## src/rtl/mc_ctrl_pkg.sv

```systemverilog
// Shared types and encodings for the multicycle ARM-subset control unit.
// State enum, ALU control codes, data-processing command codes and op classes.
package mc_ctrl_pkg;

    typedef enum logic [3:0] {
        S_FETCH    = 4'd0,
        S_DECODE   = 4'd1,
        S_MEMADR   = 4'd2,
        S_MEMRD    = 4'd3,
        S_MEMWB    = 4'd4,
        S_MEMWR    = 4'd5,
        S_EXECUTER = 4'd6,
        S_EXECUTEI = 4'd7,
        S_ALUWB    = 4'd8,
        S_BRANCH   = 4'd9,
        S_UNKNOWN  = 4'd10
    } state_t;

    localparam logic [1:0] ALU_ADD = 2'b00;
    localparam logic [1:0] ALU_SUB = 2'b01;
    localparam logic [1:0] ALU_AND = 2'b10;
    localparam logic [1:0] ALU_ORR = 2'b11;

    localparam logic [3:0] CMD_ADD = 4'b0100;
    localparam logic [3:0] CMD_SUB = 4'b0010;
    localparam logic [3:0] CMD_AND = 4'b0000;
    localparam logic [3:0] CMD_ORR = 4'b1100;

    localparam logic [1:0] OP_DP  = 2'b00;
    localparam logic [1:0] OP_MEM = 2'b01;
    localparam logic [1:0] OP_BR  = 2'b10;

    localparam logic [3:0] PC_REG = 4'd15;

endpackage

```

## src/rtl/mc_alu_decoder.sv

```systemverilog
// Combinational ALU decoder: maps aluop and the cmd/S fields to ALU control and flag-write intents.
// Unsupported commands fall back to ADD with no flag writes.
module mc_alu_decoder
    import mc_ctrl_pkg::*;
(
    input  logic       aluop,
    input  logic [4:0] funct,
    output logic [1:0] alucontrol,
    output logic [1:0] flagw
);

    logic s_bit;

    assign s_bit = funct[0];

    // Only ADD/SUB produce meaningful carry/overflow, so CV tracks S just for those.
    always_comb begin
        alucontrol = ALU_ADD;
        flagw      = 2'b00;
        if (aluop) begin
            case (funct[4:1])
                CMD_ADD: begin
                    alucontrol = ALU_ADD;
                    flagw      = {s_bit, s_bit};
                end
                CMD_SUB: begin
                    alucontrol = ALU_SUB;
                    flagw      = {s_bit, s_bit};
                end
                CMD_AND: begin
                    alucontrol = ALU_AND;
                    flagw      = {s_bit, 1'b0};
                end
                CMD_ORR: begin
                    alucontrol = ALU_ORR;
                    flagw      = {s_bit, 1'b0};
                end
                default: begin
                    alucontrol = ALU_ADD;
                    flagw      = 2'b00;
                end
            endcase
        end
    end

endmodule

```

## src/rtl/mc_main_controller.sv

```systemverilog
// Multicycle control unit: Moore main FSM with ALU and PC decode.
// Write intents are unconditional here; the condition-logic stage gates them downstream.
//
//   state    | meaning
//   FETCH    | load IR, PC <= PC+4
//   DECODE   | read registers, compute PC+8
//   MEMADR   | compute load/store address
//   MEMRD    | read data memory
//   MEMWB    | write loaded data to register file
//   MEMWR    | write data memory
//   EXECUTER | ALU op with register operand
//   EXECUTEI | ALU op with immediate operand
//   ALUWB    | write ALU result to register file
//   BRANCH   | compute branch target, write PC
//   UNKNOWN  | undefined op: one idle cycle, no writes
module mc_main_controller
    import mc_ctrl_pkg::*;
(
    input  logic       clk,
    input  logic       reset,
    input  logic [1:0] op,
    input  logic [5:0] funct,
    input  logic [3:0] rd,
    output logic       irwrite,
    output logic       adrsrc,
    output logic       alusrca,
    output logic [1:0] alusrcb,
    output logic [1:0] resultsrc,
    output logic [1:0] alucontrol,
    output logic [1:0] flagw,
    output logic       pcs,
    output logic       nextpc,
    output logic       regw,
    output logic       memw,
    output logic [1:0] immsrc,
    output logic [1:0] regsrc
);

    state_t     state_q;
    state_t     state_d;

    logic       aluop;
    logic       branch;
    logic       irwrite_raw;
    logic       nextpc_raw;
    logic       regw_raw;
    logic       memw_raw;
    logic       pcs_raw;
    logic [1:0] flagw_raw;

    always_ff @(posedge clk) begin
        if (reset) begin
            state_q <= S_FETCH;
        end else begin
            state_q <= state_d;
        end
    end

    always_comb begin
        state_d = S_FETCH;
        case (state_q)
            S_FETCH: state_d = S_DECODE;
            S_DECODE: begin
                case (op)
                    OP_MEM:  state_d = S_MEMADR;
                    OP_DP:   state_d = funct[5] ? S_EXECUTEI : S_EXECUTER;
                    OP_BR:   state_d = S_BRANCH;
                    default: state_d = S_UNKNOWN;
                endcase
            end
            S_MEMADR:   state_d = funct[0] ? S_MEMRD : S_MEMWR;
            S_MEMRD:    state_d = S_MEMWB;
            S_EXECUTER: state_d = S_ALUWB;
            S_EXECUTEI: state_d = S_ALUWB;
            default:    state_d = S_FETCH;
        endcase
    end

    always_comb begin
        irwrite_raw = 1'b0;
        adrsrc      = 1'b0;
        alusrca     = 1'b0;
        alusrcb     = 2'b00;
        resultsrc   = 2'b00;
        nextpc_raw  = 1'b0;
        regw_raw    = 1'b0;
        memw_raw    = 1'b0;
        branch      = 1'b0;
        aluop       = 1'b0;
        case (state_q)
            S_FETCH: begin
                alusrca     = 1'b1;
                alusrcb     = 2'b10;
                resultsrc   = 2'b10;
                irwrite_raw = 1'b1;
                nextpc_raw  = 1'b1;
            end
            S_DECODE: begin
                alusrca   = 1'b1;
                alusrcb   = 2'b10;
                resultsrc = 2'b10;
            end
            S_MEMADR: begin
                alusrcb = 2'b01;
            end
            S_MEMRD: begin
                adrsrc = 1'b1;
            end
            S_MEMWB: begin
                resultsrc = 2'b01;
                regw_raw  = 1'b1;
            end
            S_MEMWR: begin
                adrsrc   = 1'b1;
                memw_raw = 1'b1;
            end
            S_EXECUTER: begin
                aluop = 1'b1;
            end
            S_EXECUTEI: begin
                alusrcb = 2'b01;
                aluop   = 1'b1;
            end
            S_ALUWB: begin
                regw_raw = 1'b1;
            end
            S_BRANCH: begin
                alusrcb   = 2'b01;
                resultsrc = 2'b10;
                branch    = 1'b1;
            end
            default: begin
            end
        endcase
    end

    mc_alu_decoder u_alu_decoder (
        .aluop      (aluop),
        .funct      (funct[4:0]),
        .alucontrol (alucontrol),
        .flagw      (flagw_raw)
    );

    assign pcs_raw = branch | (regw_raw & (rd == PC_REG));

    // Reset must squash every write intent even before the state register has settled.
    assign irwrite = irwrite_raw & ~reset;
    assign nextpc  = nextpc_raw & ~reset;
    assign regw    = regw_raw & ~reset;
    assign memw    = memw_raw & ~reset;
    assign pcs     = pcs_raw & ~reset;
    assign flagw   = reset ? 2'b00 : flagw_raw;

    assign immsrc = op;
    assign regsrc = {op == OP_MEM, op == OP_BR};

endmodule

```

## config.mk

```make
export PLATFORM = sky130hd
export DESIGN_NAME = mc_main_controller
export DESIGN_NICKNAME = d
export VERILOG_FILES = /design/src/rtl/mc_ctrl_pkg.sv /design/src/rtl/mc_alu_decoder.sv /design/src/rtl/mc_main_controller.sv
export SDC_FILE = /design/constraint.sdc
export NUM_CORES = 1
export LEC_CHECK = 0
export CAP_MARGIN = 10
export CORE_MARGIN = 3
export CORE_UTILIZATION = 33
export CTS_CLUSTER_DIAMETER = 30
export DETAILED_ROUTE_END_ITERATION = 10
export GPL_ROUTABILITY_DRIVEN = 0
export GPL_TIMING_DRIVEN = 0
export PLACE_DENSITY = 0.77
export REMOVE_ABC_BUFFERS = 1
export SYNTH_ARGS = -nofsm -noshare
export SYNTH_HDL_FRONTEND = slang
export SYNTH_SLANG_ARGS = --single-unit
```

## constraint.sdc

```tcl
create_clock -name clk -period 2 [get_ports clk]
set_clock_uncertainty 0.2 [all_clocks]
set_input_delay 0.2 -clock clk [delete_from_list [all_inputs] [get_ports clk]]
set_output_delay 0.2 -clock clk [all_outputs]
set_load 0.01 [all_outputs]
```

# --- After elaboration in Yosys (flattened, before gate mapping) ---
# Cells that the tools add are included.
totals:
  ff_bits: 4
  inputBits: 14
  output_inout_bits: 19
classes:
  eq_ne: 15
  n_mux: 18
  n_bitwise: 7
  reduce_logical: 11
op_table:
  columns: ["operator", "n"]
  rows:
  - ["$eq 4x3->1 const B", 5]
  - ["$pmux 4 s5", 1]
  - ["$eq 4x4->1 const B", 4]
  - ["$eq 4x2->1 const B", 3]
  - ["$pmux 2 s2", 3]
  - ["$pmux 4 s3", 1]
  - ["$reduce_or 2->1", 6]
  - ["$logic_not 4->1", 2]
  - ["$mux 1", 8]
  - ["$mux 2", 3]
  - ["$pmux 2 s3", 1]
  - ["$reduce_or 3->1", 2]
  - ["$and 1x1->1", 5]
  - ["$eq 4x1->1 const B", 1]
  - ["$mux 3", 1]
  - ["$eq 2x1->1 const B", 1]
  - ["$eq 2x2->1 const B", 1]
  - ["$logic_not 2->1", 1]
  - ["$not 1->1", 1]
  - ["$or 1x1->1", 1]

# --- Depth between registers and ports, before layout ---
# Gate-level depths: netlist of run 1.
logic_depth:
  word_depth: 6
  ltp_mapped: 5

# --- Modules after synthesis ---
# Synthesis of run 1 repeated with hierarchy kept, for this count alone.
unflattened:
  cells_unflattened: 61
  hier_area_um2: 499.2
by_module_without_submodules:
  columns: ["mod", "n_inst", "cells_per_inst", "area_per_inst_um2", "seq_area_each_um2"]
  rows:
  - ["mc_main_controller", 1, 50, 420.4, 80.1]
  - ["mc_alu_decoder", 1, 11, 78.8, 0.0]

# --- Worst setup path before layout of run 1 ---
# OpenSTA, ideal clock, no wires.
synth_timing:
  path_type: "register to output"
  startpoint: "register state_q[2]"
  endpoint: "output nextpc"
  arrival_ns: 1.444
  slack_ns: 0.156
  stages_incl_launch_ff: 5
  cell_sequence: "dfxtp_1 buf_4 or3_2 nor3_1 buf_4"
synth_via:
  elab_chain_cells: 3
synth_lines:
  columns: ["element", "line_no", "text"]
  rows:
  - ["start: declaration", "mc_main_controller.sv:39", "state_t state_q;"]
  - ["start signal: assignment", "mc_main_controller.sv:55", "state_q <= state_d;"]
  - ["$logic_not 4->1", null, null]
  - ["$mux 1", null, null]
  - ["$and 1x1->1", null, null]
  - ["end: declaration", "mc_main_controller.sv:32", "output logic nextpc,"]
# Every way passes these cells.

# --- Worst setup path after layout of run 1 ---
layout_timing:
  startpoint: "register state_q[3]"
  endpoint: "output flagw[1]"
layout_via:
  elab_chain_cells: 5
layout_lines:
  columns: ["element", "line_no", "text"]
  rows:
  - ["$eq 4x3->1", "mc_main_controller.sv:90", "case (state_q)"]
  - ["$reduce_or 2->1 (no line) *", null, null]
  - ["$mux 1 *", "mc_main_controller.sv:90", null]
  - ["$mux 2 *", "mc_alu_decoder.sv:20", "if (aluop) begin"]
  - ["$mux 2 *", "mc_main_controller.sv:152", "assign flagw = reset ? 2'b00 : flagw_raw;"]
  - ["end: declaration", "mc_main_controller.sv:30", "output logic [1:0] flagw,"]
# Mark *: on every way between the ends. The rest lies on a longest branch, timed or not.

==> run_results.csv, run 1 <==
group,metric,value,unit
run_status,status,"finished clean",
layout,seq_area,95.1,um2
synth,synth_top_flop_cell,"dfxtp_1",
floorplan,die_height,43.4,um
worst_setup_path,cp_cell_sequence,"nand4bb_4 > or3b_4 > a211oi_2 > buf_2",
synth,ys_warn_count,0,
clocking,clkTransAtPathRegs,0.04,ns
clocking,root_buffer,"clkbuf_4",
floorplan,die-area,1880,um2
worst_setup_path,crit_slowest_cell,"or3b_4",
timing,grt_setup_unrepaired,"yes",
floorplan,ioPinCount,33,
grt,grt-ovfl-total,0,
worst_setup_path,cp.required,1.60,ns
placement,io_buffers,32,
timing,setup_viol,0,
power,switching_share,32.2,%
power,power_density,465,nW/um2
placement,dp_hpwl,1000,um
clocking,cts_tree,"built",
power,p_leak,0.354,nW
layout,multi_input_area,338,um2
worst_setup_path,reg2reg_depth,2,
clocking,clkLatencyLatePin,0.23,ns
synth,synth_cells,60,
detailed_routing,drc,0,
detailed_routing,drt_iter0_drc,20,
layout,nNetsFinal,107,
synth,syn_area,460,um2
worst_setup_path,path_delay_family,"simple AND/OR/NAND/NOR gates",
detailed_routing,vias,576,
power,comb_power_share,46.3,%
worst_setup_path,crit_path_max_incr_delay,0.43,ns
clocking,cts.htree.levels,1,
synth,postSynthAreaPerCell,7.67,um2
power,pwr-share-seq,28.7,%
power,p_int,0.000262,W
clocking,numCtsBuffers,3,
worst_setup_path,cp_max_fo,9,
worst_setup_path,critPathBufInv,1,
synth,yosysUniqueCellTypes,31,
worst_setup_path,crit_cells,4,
synth,synth_area_leaders,"dfxtp_1 (17%), nor2b_1 (6.8%), nor3_1 (6.5%)",
min_path,hp-class,"in -> reg",
timing,setup_tns,0,ns
worst_setup_path,worstSetupStartpointType,"register",
floorplan,start_util,38.3,%
worst_setup_path,endpoint_kind,"primary output",
timing,finalCritPeriodShare,98.3,%
power,vdd_drop_max,534,uV
clocking,clock_sinks,4,
synth,ys_seq_area_share,17.4,%
grt,antenna_found_initial,0,
placement,dp_cells,98,
layout,reg_top3,"state_q x4",
layout,largest_register,"state_q",
grt,grt_usage,14.1,%
layout,syn2layout_area_growth,80.7,%
grt,grt_pass1_vias,499,
detailed_routing,postRouteAntennaNets,0,
clocking,hold_buffers,0,
grt,grt_pass1_wl,2130,um
floorplan,dieWidth,43.4,um
timing,hold_viol_final,0,
run,maxCapViolCount,0,
placement,placed_cell_area,743,um2
layout,largest_reg_flops,4,
synth,async_flop_share,0,%
min_path,min_path_cells,2,
detailed_routing,wirelength,1410,um
grt,grt_max_degree,18,
worst_setup_path,arrival,1.57,ns
timing,slew_violations,0,
timing,fmax,509,MHz
floorplan,rows,12,
power,pwr-share-clk,25.0,%
detailed_routing,firstDrtPassIters,4,
power,netSwitchingPower,0.000124,W
synth,synth_edf_count,0,
layout,postLayoutCellArea,832,um2
layout,diodes,0,
clocking,clockBufferDepth,2,
synth,synth-seq-cells,4,
floorplan,coreArea,1200,um2
layout,fillers,111,
layout,drive_above_1_share,24.2,%
layout,final_cells,105,
synth,synth_top_area_share,17.4,%
timing,period_needed,1.97,ns
worst_setup_path,crit_type,"reg -> out",
detailed_routing,vias_per_cell,5.49,
timing,worst_slew_pin_slew,0.325,ns
detailed_routing,wl_per_cell,13.4,um
timing,max_slew_margin,78.3,%
synth,synth_area_leader_cell,"dfxtp_1",
cell type report:
class,instances,share of cell area [%]
sequential,4,11.4
multi-input combinational,47,40.6
inverter,1,0.451
clock buffer,3,2.71
timing repair buffer,36,42.7
tap,14,2.11
worst register-to-register path: stages (launching register included):
cell and delay, ns:
dfxtp_4 0.38, or3_2 0.52, a21oi_1 0.17
cell usage in the layout, fill, tap and decap left out, types with 3 or more instances in the layout:
master           instances
clkdlybuf4s50_1         17
dlygate4sd2_1            4
nor2_1                   6
nor2b_1                  5
buf_4                    3
o21ai_0                  3
dfxtp_4                  4
nor3_1                   4
clkdlybuf4s15_1          3
a21oi_1                  3
clkbuf_4                 3
dlymetal6s2s_1           5
synth_stat cells (2+ instances only):
| cell | instances |
|---|---|
| nor2_1 | 6 |
| nor3_1 | 6 |
| nor2b_1 | 5 |
| buf_4 | 4 |
| dfxtp_1 | 4 |
| a21oi_1 | 3 |
| o21ai_0 | 3 |
| buf_2 | 2 |
| nand2_1 | 2 |
| nand2b_1 | 2 |
| nor4_1 | 2 |
| xnor2_1 | 2 |
per-stage QoR:
stage / util (%) / setup WS [ns] / hold slack [ns] / power (W)
3_3_place_gp: 61.9 / -0.422 / 0.397 / 0.000277
5_1_grt: 69.3 / -0.0526 / 0.242 / 0.000417
4_1_cts: 64.0 / -0.0232 / 0.216 / 0.000373
3_5_place_dp: 61.9 / -0.437 / 0.399 / 0.000277
2_1_floorplan: - / 0.153 / 0.0728 / 0.000177
6_report: 69.3 / 0.0348 / 0.202 / 0.000387
timing repair:
action,4_1_cts,5_1_grt
pin swaps,0,4
setup buffers,0,4
gates resized for setup,27,11
setup endpoints to repair,14,8
power by group through the flow:
stage                     registers [W]  clock network [W]  logic [W]
after floorplan                0.000108                  0  0.0000692
after global placement         0.000115                  0   0.000162
after detailed placement       0.000115                  0   0.000163
after CTS                      0.000115          0.0000984   0.000160
after global routing           0.000113           0.000110   0.000193
final                          0.000111          0.0000967   0.000179
path summary, 6_finish.rpt:
check             slack [ns]               endpoint                  start
hold / removal          0.20  state_q[3]$_SDFF_PP0_                  reset
setup / recovery        0.03               flagw[1]  state_q[3]$_SDFF_PP0_
hold reg to reg         0.27  state_q[3]$_SDFF_PP0_  state_q[3]$_SDFF_PP0_
setup reg to reg        0.64  state_q[2]$_SDFF_PP0_  state_q[2]$_SDFF_PP0_
layer usage:
layer  global-route usage (%)  routed length, um  vias up  part of all wire, %
met5                        0                  0        -                    0
met4                        0                  0        0                    0
met3                     5.81                160        0                   11
met2                     25.7                727       39                   52
met1                     16.4                521      263                   37
li1                         -                  -      274                    -
logic make-up after synthesis:
kind of cell	synth area share, %
mux	2.17
compound gates	20.4
buf+inv	12.8
simple gates	43.5
flops	17.4
xor+xnor	3.81
(Power assumes the default switching activity.)
==> inputs of run 2 (changes only) <==
==> constraint.sdc (replaced) <==
create_clock -name clk -period 2 [get_ports clk]
set_clock_uncertainty 0.2 [all_clocks]
set_input_delay 0.6 -clock clk [delete_from_list [all_inputs] [get_ports clk]]
set_output_delay 0.6 -clock clk [all_outputs]
set_load 0.01 [all_outputs]
==> run_results.csv, run 2 (same netlist as run 1, synthesis figures left out) <==
group,metric,value,unit
floorplan,start_util,38.3,%
worst_setup_path,endpoint_kind,"primary output",
timing,fmax,414,MHz
floorplan,die_height,43.4,um
layout,largest_reg_flops,4,
power,p_leak,0.412,nW
power,power_density,446,nW/um2
layout,drive_above_1_share,64.2,%
layout,syn2layout_area_growth,107,%
floorplan,rows,12,
clocking,clock_sinks,4,
floorplan,dieWidth,43.4,um
timing,period_needed,2.41,ns
worst_setup_path,r2r_start,"state_q[2]$_SDFF_PP0_",
timing,setup_viol,12,
layout,nNetsFinal,122,
grt,grt_max_degree,14,
grt,grt_usage,19.2,%
timing,finalCritPeriodShare,121,%
timing,slew_violations,0,
grt,grt_pass1_wl,2840,um
clocking,cts.htree.levels,1,
clocking,hold_buffers,0,
floorplan,die-area,1880,um2
worst_setup_path,cp_max_fo,2,
min_path,hp-class,"reg -> reg",
grt,grt_pass1_vias,643,
run_status,status,"complete, but fails checks",
detailed_routing,drt_iter0_drc,12,
layout,final_cells,120,
layout,finish.utilization,79.4,%
floorplan,ioPinCount,33,
detailed_routing,vias_per_cell,5.51,
worst_setup_path,cp_cell_sequence,"buf_6 > nand4bb_4 > or3b_4 > a211oi_2 > buf_2",
power,fin_total_pwr,0.000425,W
clocking,numCtsBuffers,3,
layout,reg_top3,"state_q x4",
layout,layout_common_cells,"buf_2 (17), buf_4 (13), buf_6 (7), nor2_1 (6)",
worst_setup_path,cp.required,1.20,ns
placement,dp_cells,98,
timing,grt_setup_unrepaired,"yes",
detailed_routing,drc,0,
worst_setup_path,crit_path_max_incr_delay,0.43,ns
floorplan,coreArea,1200,um2
worst_setup_path,crit_type,"in -> out",
clocking,clkTransAtPathRegs,0.04,ns
worst_setup_path,critPathBufInv,2,
layout,diodes,0,
grt,grt-ovfl-total,0,
timing,hold_viol_final,0,
worst_setup_path,crit_slowest_cell,"or3b_4",
detailed_routing,postRouteAntennaNets,0,
layout,seq_area,95.1,um2
clocking,cts_tree,"built",
placement,io_buffers,32,
grt,antenna_found_initial,0,
detailed_routing,wl_per_cell,16.3,um
placement,dp_hpwl,1000,um
worst_setup_path,arrival,1.61,ns
worst_setup_path,cp-startpoint,"funct[1]",
run,maxCapViolCount,0,
worst_setup_path,worstSetupStartpointType,"input port",
detailed_routing,vias,661,
layout,fillers,83,
min_path,min-delay-start,"state_q[3]$_SDFF_PP0_",
detailed_routing,firstDrtPassIters,4,
detailed_routing,wirelength,1960,um
layout,largest_register,"state_q",
clocking,root_buffer,"clkbuf_4",
layout,layout_commonest_cell,"buf_2",
power,vdd_drop_max,311,uV
worst_setup_path,path_delay_family,"simple AND/OR/NAND/NOR gates",
layout,multi_input_area,417,um2
clocking,clkLatencyLatePin,0.24,ns
run_status,violations,"negative setup slack",
timing,postLayoutSetupSlackWorst,-0.415,ns
clocking,clockBufferDepth,2,
timing,worst_slew_pin_slew,0.314,ns
timing,max_slew_margin,79.0,%
## run 2: worst reg2reg max path: cells and delay by family (launching register included)
family | cells | cell delay [ns]
buf+inv | 2 | 0.29
flops | 1 | 0.38
compound gates | 1 | 0.11
simple gates | 1 | 0.38
## run 2: area by class of cell
type                    count  share of cell area (%)
clock buffers               3                    2.36
well taps                  14                    1.84
inverters                   1                   0.394
multi-input cells          47                    43.7
flip-flops and latches      4                    9.97
repair buffers             51                    41.7
## run 2: what timing repair did
action	in CTS	in global routing
setup endpoints to repair	19	17
pin swaps	9	7
hold endpoints to repair	0	0
resized for setup	128	18
buffers inserted	12	7
## run 2: final timing paths
check / end / slack (ns) / cells past startpoint
setup / recovery: flagw[1] / -0.41 / 5
hold / removal: state_q[3]$_SDFF_PP0_ / 0.27 / 1
setup reg to reg: state_q[2]$_SDFF_PP0_ / 0.57 / 4
hold reg to reg: state_q[3]$_SDFF_PP0_ / 0.27 / 1
## run 2: per-stage QoR
step	instance area, um2	setup WS [ns]	setup TNS, ns	hold WS [ns]
floorplan	405	-0.316	-1.35	0.328
global placement	743	-1.20	-12.87	0.397
detailed placement	743	-1.24	-13.05	0.399
CTS	892	-0.402	-2.44	0.263
global route	953	-0.477	-3.38	0.280
finish	953	-0.415	-2.66	0.269
## run 2: power breakdown
group | switching (W) | internal (W) | total [W]
Combinational | 0.0000985 | 0.000114 | 0.000213
Sequential | 0.0000200 | 0.0000881 | 0.000108
Clock | 0.0000370 | 0.0000674 | 0.000104
## run 2: routing by layer
metal,share of wire (%),track usage (%),vias to the layer above
li1,-,-,308
met1,40,20.7,321
met2,53,37.8,30
met3,6.6,5.81,2
met4,0.77,1.20,0
met5,0,0,-
==> inputs of run 3 (changes only) <==
--- a/config.mk
+++ b/config.mk
@@ -12,6 +12,7 @@
 export DETAILED_ROUTE_END_ITERATION = 10
 export GPL_ROUTABILITY_DRIVEN = 0
 export GPL_TIMING_DRIVEN = 0
+export HOLD_SLACK_MARGIN = 0.02
 export PLACE_DENSITY = 0.77
 export REMOVE_ABC_BUFFERS = 1
 export SYNTH_ARGS = -nofsm -noshare
==> results of run 3 <==
No change in the layout: final DEF, timing and power equal those of run 2.
